[src/rtl/addm_controller_gen2.sv]
// Multicycle controller for the adding-machine datapath: 3-bit opcode set, memory ready handshake
// with wait timeout, illegal-opcode trap and retired-instruction counter. ADDM_STEP_EN adds single-step.
module addm_controller_gen2 #(
  parameter int OPC_W    = 3,
  parameter int WAIT_MAX = 15,
  parameter int CNT_W    = 16
) (
  input  logic             clk,
  input  logic             reset,
  input  logic [OPC_W-1:0] op_code,
  input  logic             ac_zero,
  input  logic             mem_rdy,
`ifdef ADDM_STEP_EN
  input  logic             step,
`endif
  output logic             rd_mem,
  output logic             wr_mem,
  output logic             ir_on_adr,
  output logic             pc_on_adr,
  output logic             ld_ir,
  output logic             ld_ac,
  output logic             ld_pc,
  output logic             inc_pc,
  output logic             clr_pc,
  output logic [1:0]       alu_op,
  output logic             halted,
  output logic             err,
  output logic [CNT_W-1:0] instr_cnt,
  output logic [2:0]       dbg_state_o
);

  typedef enum logic [2:0] {
    S_RST, S_FETCH, S_DECODE, S_EXEC, S_HALT, S_ERR, S_STEPW
  } state_t;

  localparam logic [2:0] OP_ADD = 3'b000, OP_LDA = 3'b001, OP_STA = 3'b010, OP_JMP = 3'b011,
                         OP_SUB = 3'b100, OP_JZ  = 3'b101, OP_NOP = 3'b110, OP_HLT = 3'b111;

  state_t           state_q, state_d;
  logic [2:0]       op_q, op_d;
  logic [7:0]       wait_q, wait_d;
  logic [CNT_W-1:0] cnt_q, cnt_d;

  logic mem_phase, timeout, illegal;

  // Only FETCH and the memory-touching EXEC opcodes wait on mem_rdy.
  assign mem_phase = (state_q == S_FETCH) ||
                     ((state_q == S_EXEC) && ((op_q == OP_LDA) || (op_q == OP_STA)));
  assign timeout   = mem_phase && !mem_rdy && (wait_q == 8'(WAIT_MAX - 1));
  assign illegal   = |(op_code >> 3);

  always_ff @(posedge clk) begin
    if (reset) begin
      state_q <= S_RST;
      op_q    <= '0;
      wait_q  <= '0;
      cnt_q   <= '0;
    end else begin
      state_q <= state_d;
      op_q    <= op_d;
      wait_q  <= wait_d;
      cnt_q   <= cnt_d;
    end
  end

  // wait_d defaults to zero so any state change or completion clears the stall count.
  always_comb begin
    state_d = state_q;
    op_d    = op_q;
    wait_d  = '0;
    cnt_d   = cnt_q;
    case (state_q)
      S_RST:    state_d = S_FETCH;
      S_FETCH: begin
        if (mem_rdy)      state_d = S_DECODE;
        else if (timeout) state_d = S_ERR;
        else              wait_d  = wait_q + 8'd1;
      end
      S_DECODE: begin
        op_d    = op_code[2:0];
        state_d = illegal ? S_ERR : S_EXEC;
      end
      S_EXEC: begin
        if (op_q == OP_HLT) begin
          state_d = S_HALT;
        end else if (mem_phase && !mem_rdy) begin
          if (timeout) state_d = S_ERR;
          else         wait_d  = wait_q + 8'd1;
        end else begin
          cnt_d = cnt_q + 1'b1;
`ifdef ADDM_STEP_EN
          state_d = S_STEPW;
`else
          state_d = S_FETCH;
`endif
        end
      end
`ifdef ADDM_STEP_EN
      S_STEPW:  if (step) state_d = S_FETCH;
`endif
      default:  state_d = state_q;
    endcase
  end

  always_comb begin
    rd_mem    = 1'b0;
    wr_mem    = 1'b0;
    ir_on_adr = 1'b0;
    pc_on_adr = 1'b0;
    ld_ir     = 1'b0;
    ld_ac     = 1'b0;
    ld_pc     = 1'b0;
    inc_pc    = 1'b0;
    clr_pc    = 1'b0;
    alu_op    = 2'b00;
    halted    = 1'b0;
    err       = 1'b0;
    case (state_q)
      S_RST:   clr_pc = 1'b1;
      S_FETCH: begin
        pc_on_adr = 1'b1;
        rd_mem    = 1'b1;
        ld_ir     = mem_rdy;
        inc_pc    = mem_rdy;
      end
      S_EXEC: begin
        case (op_q)
          OP_ADD: begin alu_op = 2'b01; ld_ac = 1'b1; end
          OP_LDA: begin ir_on_adr = 1'b1; rd_mem = 1'b1; ld_ac = mem_rdy; end
          OP_STA: begin ir_on_adr = 1'b1; wr_mem = 1'b1; end
          OP_JMP: ld_pc = 1'b1;
          OP_SUB: begin alu_op = 2'b10; ld_ac = 1'b1; end
          OP_JZ:  ld_pc = ac_zero;
          default: ;
        endcase
      end
      S_HALT:  halted = 1'b1;
      S_ERR:   err    = 1'b1;
      default: ;
    endcase
  end

  assign instr_cnt   = cnt_q;
  assign dbg_state_o = state_q;

endmodule
[config.mk]
export PLATFORM = sky130hd
export DESIGN_NAME = addm_controller_gen2
export DESIGN_NICKNAME = d
export VERILOG_FILES = /design/src/rtl/addm_controller_gen2.sv
export SDC_FILE = /design/constraint.sdc
export NUM_CORES = 1
export LEC_CHECK = 0
export ABC_AREA = 1
export ABC_CLOCK_PERIOD_IN_PS = 1400
export BUFFER_PORTS_ARGS = -buffer_cell sky130_fd_sc_hd__buf_4
export CORE_MARGIN = 2
export CORE_UTILIZATION = 40
export DETAILED_ROUTE_END_ITERATION = 6
export PLACE_DENSITY = 0.71
export SETUP_SLACK_MARGIN = 0.3
export SKIP_LAST_GASP = 1
export SLEW_MARGIN = 15
export SYNTH_ARGS = -nofsm -noshare
export SYNTH_HDL_FRONTEND = slang
export SYNTH_SLANG_ARGS = --single-unit
[constraint.sdc]
create_clock -name clk -period 1.4 [get_ports clk]
set_input_delay 0.14 -clock clk [delete_from_list [all_inputs] [get_ports clk]]
set_output_delay 0.14 -clock clk [all_outputs]
set_load 0.02 [all_outputs]
==> flow_summary.ini, run 1 <==
[floorplan]
dieHeight_um = 72.8
die_x_um = 72.8
core.rowCount = 25
dieArea_sq_mm = 0.00529
floorplan.initialDensity = 0.408
top_level_ports = 39
floorplan.core_area_sq_mm = 0.00463

[grt]
grt_max_degree = 23
track_usage = 0.187
number_of_antenna_violations_at_the_first_check_in_global_routing = 0
grt_pass1_wl_um = 7890
global_route_congestion_overflow_total = 0
grt_pass1_vias = 1764

[route]
drt-total-wl_um = 4960
via_count = 1953
drt_pre_antenna_iters = 4
top_layer_used = met4
drc = 0
routed-wl-met3_um = 287
avgViaCountPerCell = 5.05
wl_met1_um = 2060
drt_first_iter_violations = 112
final_antenna_net_count = 0
met2_length_um = 2540
wire_per_inst_um = 12.8

[layout]
n_antenna_cell = 0
fraction_of_final_layout_cells_with_drive_strength_greater_than_1 = 0.480
final.fill_count = 416
finished_layout_cell_area_sq_mm = 0.00275
net_count_of_the_finished_layout = 342
area_growth_pct = 45.4
instances_no_fill = 387

[yosys]
synth_area_in_compound_gates = 0.119
synth_enable_flop_cells = 0
postSynth.topFlopCell = sky130_fd_sc_hd__dfxtp_1
yosysSeqAreaShare = 0.318
portion_of_synthesized_cell_area_occupied_by_the_leading_cell_type = 0.318
asyncSetResetFlopFracSynth = 0
synth.cell_area_sq_mm = 0.00189
net_count_of_the_mapped_netlist = 277
post_synth_inst_count = 267
ys_warn_count = 0
synth_adder_area_share = 0.0199
yosys.cell_count.top_type = sky130_fd_sc_hd__nand2_1
synth_top_family_by_area = simple AND/OR/NAND/NOR gates
synth.avg_cell_area_sq_um = 7.08
yosys-top-cells-count = 52 x sky130_fd_sc_hd__nand2_1, 34 x sky130_fd_sc_hd__nor2_1, 30 x sky130_fd_sc_hd__dfxtp_1
synth_simple_gate_area_share = 0.393
synth-xor-area-share = 0.0510
synthTopCellsByArea = sky130_fd_sc_hd__dfxtp_1 32%, sky130_fd_sc_hd__nand2_1 10%, sky130_fd_sc_hd__nor2_1 6.8%
ys_types = 29
synth_top_area_cell = sky130_fd_sc_hd__dfxtp_1
ys_ff_latch = 30
synth.mux.area_fraction = 0

[timing]
max_freq_ghz = 0.681
worst_slew_margin_rel = 0.773
maxSlewViolCount = 0
final_min_period_over_clock_period = 1.05
setup_viol = 7
hold_slack_ns = 0.0979
skew_ns = 0.00431
layout_min_cycle_time_ns = 1.47
hold_violations = 0
grt_setup_unrepaired = yes
layout_setup_ws_ns = -0.0675
worst_pin_slew_ns = 0.340

[critical_path]
critical_path.max_fanout = 5
crit_chain = inv_4, nand2_4, nor2_8, nand4_1, o21ai_1, buf_4
worst-endpoint-arrival_ns = 1.33
cp_slowest_stage_delay_ns = 0.35
critical_path_required_ns = 1.26
crit_path_top_delay_cell = sky130_fd_sc_hd__dfxtp_4
critical_path_class = flop to output pin
cp-start-kind = flop
crit_path_end_kind = output pin

[place]
gpl.final_weighted_congestion = 0.893
placedCellCount = 361
place_hpwl_um = 3310
port_buffers = 38
dpl_worst_slack_ns = 0.00531
placement.cell_area_sq_mm = 0.00237

[cts]
clk_transition_reported_paths_ns = 0.06
tritoncts = built
ctsLongestPathBuffers = 2
clock_latency_of_the_later_clocked_register_in_the_worst_skew_pair_ns = 0.28
numCtsBuffers = 5
clockRootBuffer = sky130_fd_sc_hd__clkbuf_8
cts_num_sinks = 30
cts-htree-levels = 2

[run]
drv.max_cap_violation_count = 0

[power]
worst_ir_drop_vdd_v = 0.000405
power.density_cell_area_mw_per_mm2 = 697
total_leakage_power_uw = 0.00115

[min_path]
min_path_type = input port to flop

[run_status]
run_status = finished with violations
failed_checks = negative setup slack
==> worst max-delay path, delay by kind of cell (launching register included) <==
family	cells	cell delay, ns
DFF	1	0.35
and+or+nand+nor	3	0.32
buffers and inverters	2	0.22
AOI/OAI and AO/OA	1	0.16
==> logic make-up after synthesis <==
family                     Yosys count
buffers and inverters               41
and+or+nand+nor                    148
AOI/OAI and AO/OA                   34
DFF                                 30
adders and majority gates            3
xor gates and xnor gates            11
==> through the flow <==
step	TNS, ns	util	total power (uW)
final	-0.235	0.594	1920
after global routing	-1.90	0.594	2000
after detailed placement	0	0.513	1200
after global placement	0	0.513	1190
after floorplan	0	-	1100
after CTS	-0.182	0.564	1920
==> flip-flops by register name, summed over array words and instances, names as in the netlist <==
name         flops
instr_cnt       16
wait_q           8
dbg_state_o      3
op_q             3
==> area by class of cell <==
type,instances,area [sq um],area share
Timing Repair Buffer,66,561,0.204
Clock inverter,2,8.76,0.00319
Inverter,33,134,0.0487
Sequential cell,30,652,0.237
Tap cell,54,67.6,0.0246
Multi-Input combinational cell,196,1250,0.456
Clock buffer,6,72.6,0.0264
==> where the power goes <==
part           switching, uW  total, uW  internal, uW
Combinational            224        380           155
Clock                    316        657           341
Sequential              21.8        879           858
==> layer usage <==
metal / global-route usage / vias up
li1: - / 994
met2: 0.316 / 62
met4: 0.0556 / 0
met5: 0 / -
met3: 0.0373 / 7
met1: 0.241 / 890
==> placed cells by master, fill, tap and decap left out, types with 2 or more instances in the layout <==
master	Yosys	final
sky130_fd_sc_hd__xor2_1	8	8
sky130_fd_sc_hd__xnor2_1	3	3
sky130_fd_sc_hd__nand3b_1	2	2
sky130_fd_sc_hd__nor3_4	1	2
sky130_fd_sc_hd__nor3_2	0	5
sky130_fd_sc_hd__nand2_8	2	2
sky130_fd_sc_hd__dfxtp_2	0	8
sky130_fd_sc_hd__dfxtp_4	0	11
sky130_fd_sc_hd__nor2_4	0	6
sky130_fd_sc_hd__inv_1	29	24
sky130_fd_sc_hd__inv_2	4	5
sky130_fd_sc_hd__nand2_2	12	13
sky130_fd_sc_hd__nand3_2	0	5
sky130_fd_sc_hd__nand4_1	8	8
sky130_fd_sc_hd__ha_1	3	2
sky130_fd_sc_hd__nor2_1	34	26
sky130_fd_sc_hd__nand2_1	52	48
sky130_fd_sc_hd__buf_6	1	14
sky130_fd_sc_hd__clkbuf_8	0	5
sky130_fd_sc_hd__buf_4	2	51
sky130_fd_sc_hd__inv_4	0	4
sky130_fd_sc_hd__o21ai_0	10	5
sky130_fd_sc_hd__nand2_4	3	6
sky130_fd_sc_hd__nand3_1	24	19
sky130_fd_sc_hd__nor2_2	1	3
sky130_fd_sc_hd__a21oi_2	12	13
sky130_fd_sc_hd__o2111ai_1	2	2
sky130_fd_sc_hd__a21oi_1	9	8
sky130_fd_sc_hd__o21ai_1	0	4
sky130_fd_sc_hd__dfxtp_1	30	11
==> final timing paths <==
check,startpoint,endpoint,slack [ns],cells after the start
setup reg to reg,dbg_state_o[2]$_SDFFE_PP0P_,wait_q[4]$_SDFF_PP0_,-0.05,10
hold / removal,op_code[0],op_q[0]$_SDFFE_PP0P_,0.1,3
hold reg to reg,instr_cnt[7]$_SDFFE_PP0P_,instr_cnt[7]$_SDFFE_PP0P_,0.49,2
setup / recovery,dbg_state_o[2]$_SDFFE_PP0P_,ld_ac,-0.07,6
==> what timing repair did <==
| action | CTS | global route |
|---|---|---|
| hold buffers | 0 | 0 |
| resized for setup | 25 | 24 |
| setup endpoints to repair | 42 | 45 |
| setup buffers | 10 | 8 |
| pin swaps | 8 | 7 |
Power figures use the tool's default switching activity.
==> inputs of run 2 (changes only) <==
--- a/config.mk
+++ b/config.mk
@@ -11,9 +11,9 @@
 export CORE_MARGIN = 2
 export CORE_UTILIZATION = 40
 export DETAILED_ROUTE_END_ITERATION = 6
+export HOLD_SLACK_MARGIN = 0.1
 export PLACE_DENSITY = 0.71
 export SETUP_SLACK_MARGIN = 0.3
-export SKIP_LAST_GASP = 1
 export SLEW_MARGIN = 15
 export SYNTH_ARGS = -nofsm -noshare
 export SYNTH_HDL_FRONTEND = slang
==> flow_summary.ini, run 2 (synthesis gave the netlist of run 1 again) <==
[layout]
multi_input_combinational_cell_area_sq_mm = 0.00127
n_antenna_cell = 0
mostFrequentLayoutCell = sky130_fd_sc_hd__buf_4
finished_layout_cell_area_sq_mm = 0.00278
regArea_sq_um = 652
max_ffs_per_register = 16
fraction_of_final_layout_cells_with_drive_strength_greater_than_1 = 0.485
final.fill_count = 412
area_growth_pct = 47.1
instances_no_fill = 388
net_count_of_the_finished_layout = 343
leading_cell_types_in_the_layout_fill_and_taps_excluded = 51 x sky130_fd_sc_hd__buf_4, 48 x sky130_fd_sc_hd__nand2_1, 26 x sky130_fd_sc_hd__nor2_1

[grt]
number_of_antenna_violations_at_the_first_check_in_global_routing = 0
grt_pass1_vias = 1812
grt_max_degree = 23
track_usage = 0.191
global_route_congestion_overflow_total = 0
grt_pass1_wl_um = 8060

[place]
placement.cell_area_sq_mm = 0.00237
port_buffers = 38
dpl_worst_slack_ns = 0.00531
gpl.final_weighted_congestion = 0.893
place_hpwl_um = 3310
placedCellCount = 361

[min_path]
min_path_type = input port to flop

[timing]
worst_slew_margin_rel = 0.777
final_min_period_over_clock_period = 1.04
max_freq_ghz = 0.687
final.setup.tns_ns = -0.241
layout_min_cycle_time_ns = 1.46
setup_viol = 10
maxSlewViolCount = 0
layout_setup_ws_ns = -0.0556
skew_ns = 0.00212
grt_setup_unrepaired = yes
hold_violations = 0
worst_pin_slew_ns = 0.335

[power]
power.density_cell_area_mw_per_mm2 = 692
total_leakage_power_uw = 0.00117
post-layout-total-power_uw = 1930
worst_ir_drop_vdd_v = 0.000401

[critical_path]
critical_path_required_ns = 1.26
critical_path_class = flop to output pin
crit_path_end_kind = output pin
worst-endpoint-arrival_ns = 1.32
cp-start-kind = flop
critical_path.max_fanout = 5

[route]
drc = 0
drt-total-wl_um = 4930
via_count = 1938
drt_first_iter_violations = 70
final_antenna_net_count = 0
drt_pre_antenna_iters = 4
avgViaCountPerCell = 4.99
wire_per_inst_um = 12.7

[cts]
cts_num_sinks = 30
tritoncts = built
clock_latency_of_the_later_clocked_register_in_the_worst_skew_pair_ns = 0.28
clk_transition_reported_paths_ns = 0.06
numCtsBuffers = 5
cts-htree-levels = 2
ctsLongestPathBuffers = 2
clockRootBuffer = sky130_fd_sc_hd__clkbuf_8

[floorplan]
floorplan.initialDensity = 0.408
core.rowCount = 25
dieArea_sq_mm = 0.00529
floorplan.core_area_sq_mm = 0.00463
top_level_ports = 39
die_x_um = 72.8
dieHeight_um = 72.8

[run_status]
run_status = finished with violations
failed_checks = negative setup slack

[run]
drv.max_cap_violation_count = 0
## run 2: timing repair
item / in CTS / in global routing
hold endpoints to repair: 1 / 0
setup endpoints to repair: 42 / 45
gates resized for setup: 31 / 22
hold buffers: 1 / 0
buffers inserted: 10 / 8
pin swaps: 9 / 7
## run 2: layout make-up
| cell class | instances | area share |
|---|---|---|
| multi-input combinational | 196 | 0.457 |
| sequential | 30 | 0.234 |
| timing repair buffer | 67 | 0.206 |
| inverter | 33 | 0.0481 |
| clock buffer | 6 | 0.0261 |
| tap | 54 | 0.0243 |
| clock inverter | 2 | 0.00315 |
## run 2: worst max-delay path: stages (launching register included)
cell and delay [ns]:
sky130_fd_sc_hd__dfxtp_4 0.35, sky130_fd_sc_hd__inv_4 0.06, sky130_fd_sc_hd__nand2_4 0.07, sky130_fd_sc_hd__nor2_8 0.11, sky130_fd_sc_hd__nand4_1 0.12, sky130_fd_sc_hd__o21ai_1 0.16, sky130_fd_sc_hd__buf_4 0.16
## run 2: metrics by stage
| stage | util | hold WS (ns) |
|---|---|---|
| floorplan | - | 0.275 |
| global route | 0.601 | 0.137 |
| detailed placement | 0.513 | 0.380 |
| CTS | 0.572 | 0.135 |
| global placement | 0.513 | 0.382 |
| finish | 0.601 | 0.114 |
## run 2: final timing paths
| kind | start | end | slack, ns | cells past startpoint |
|---|---|---|---|---|
| max reg2reg | dbg_state_o[2]$_SDFFE_PP0P_ | wait_q[4]$_SDFF_PP0_ | -0.05 | 10 |
| max | dbg_state_o[2]$_SDFFE_PP0P_ | ld_ac | -0.06 | 6 |
| min reg2reg | instr_cnt[7]$_SDFFE_PP0P_ | instr_cnt[7]$_SDFFE_PP0P_ | 0.49 | 2 |
| min | op_code[2] | op_q[2]$_SDFFE_PP0P_ | 0.11 | 3 |
## run 2: layer usage
layer,routed length (um),vias up,GRT usage
li1,-,992,-
met1,2070,883,0.241
met2,2550,59,0.332
met3,280,4,0.0359
met4,31,0,0.0556
met5,0,-,0
## run 2: report_power, final
part / internal, uW / switching [uW] / total [uW] / leakage [uW]
clock: 341 / 313 / 654 / 0.0000426
sequential: 858 / 21.4 / 879 / 0.000255
combinational: 162 / 231 / 393 / 0.000868
total: 1360 / 565 / 1930 / 0.00117
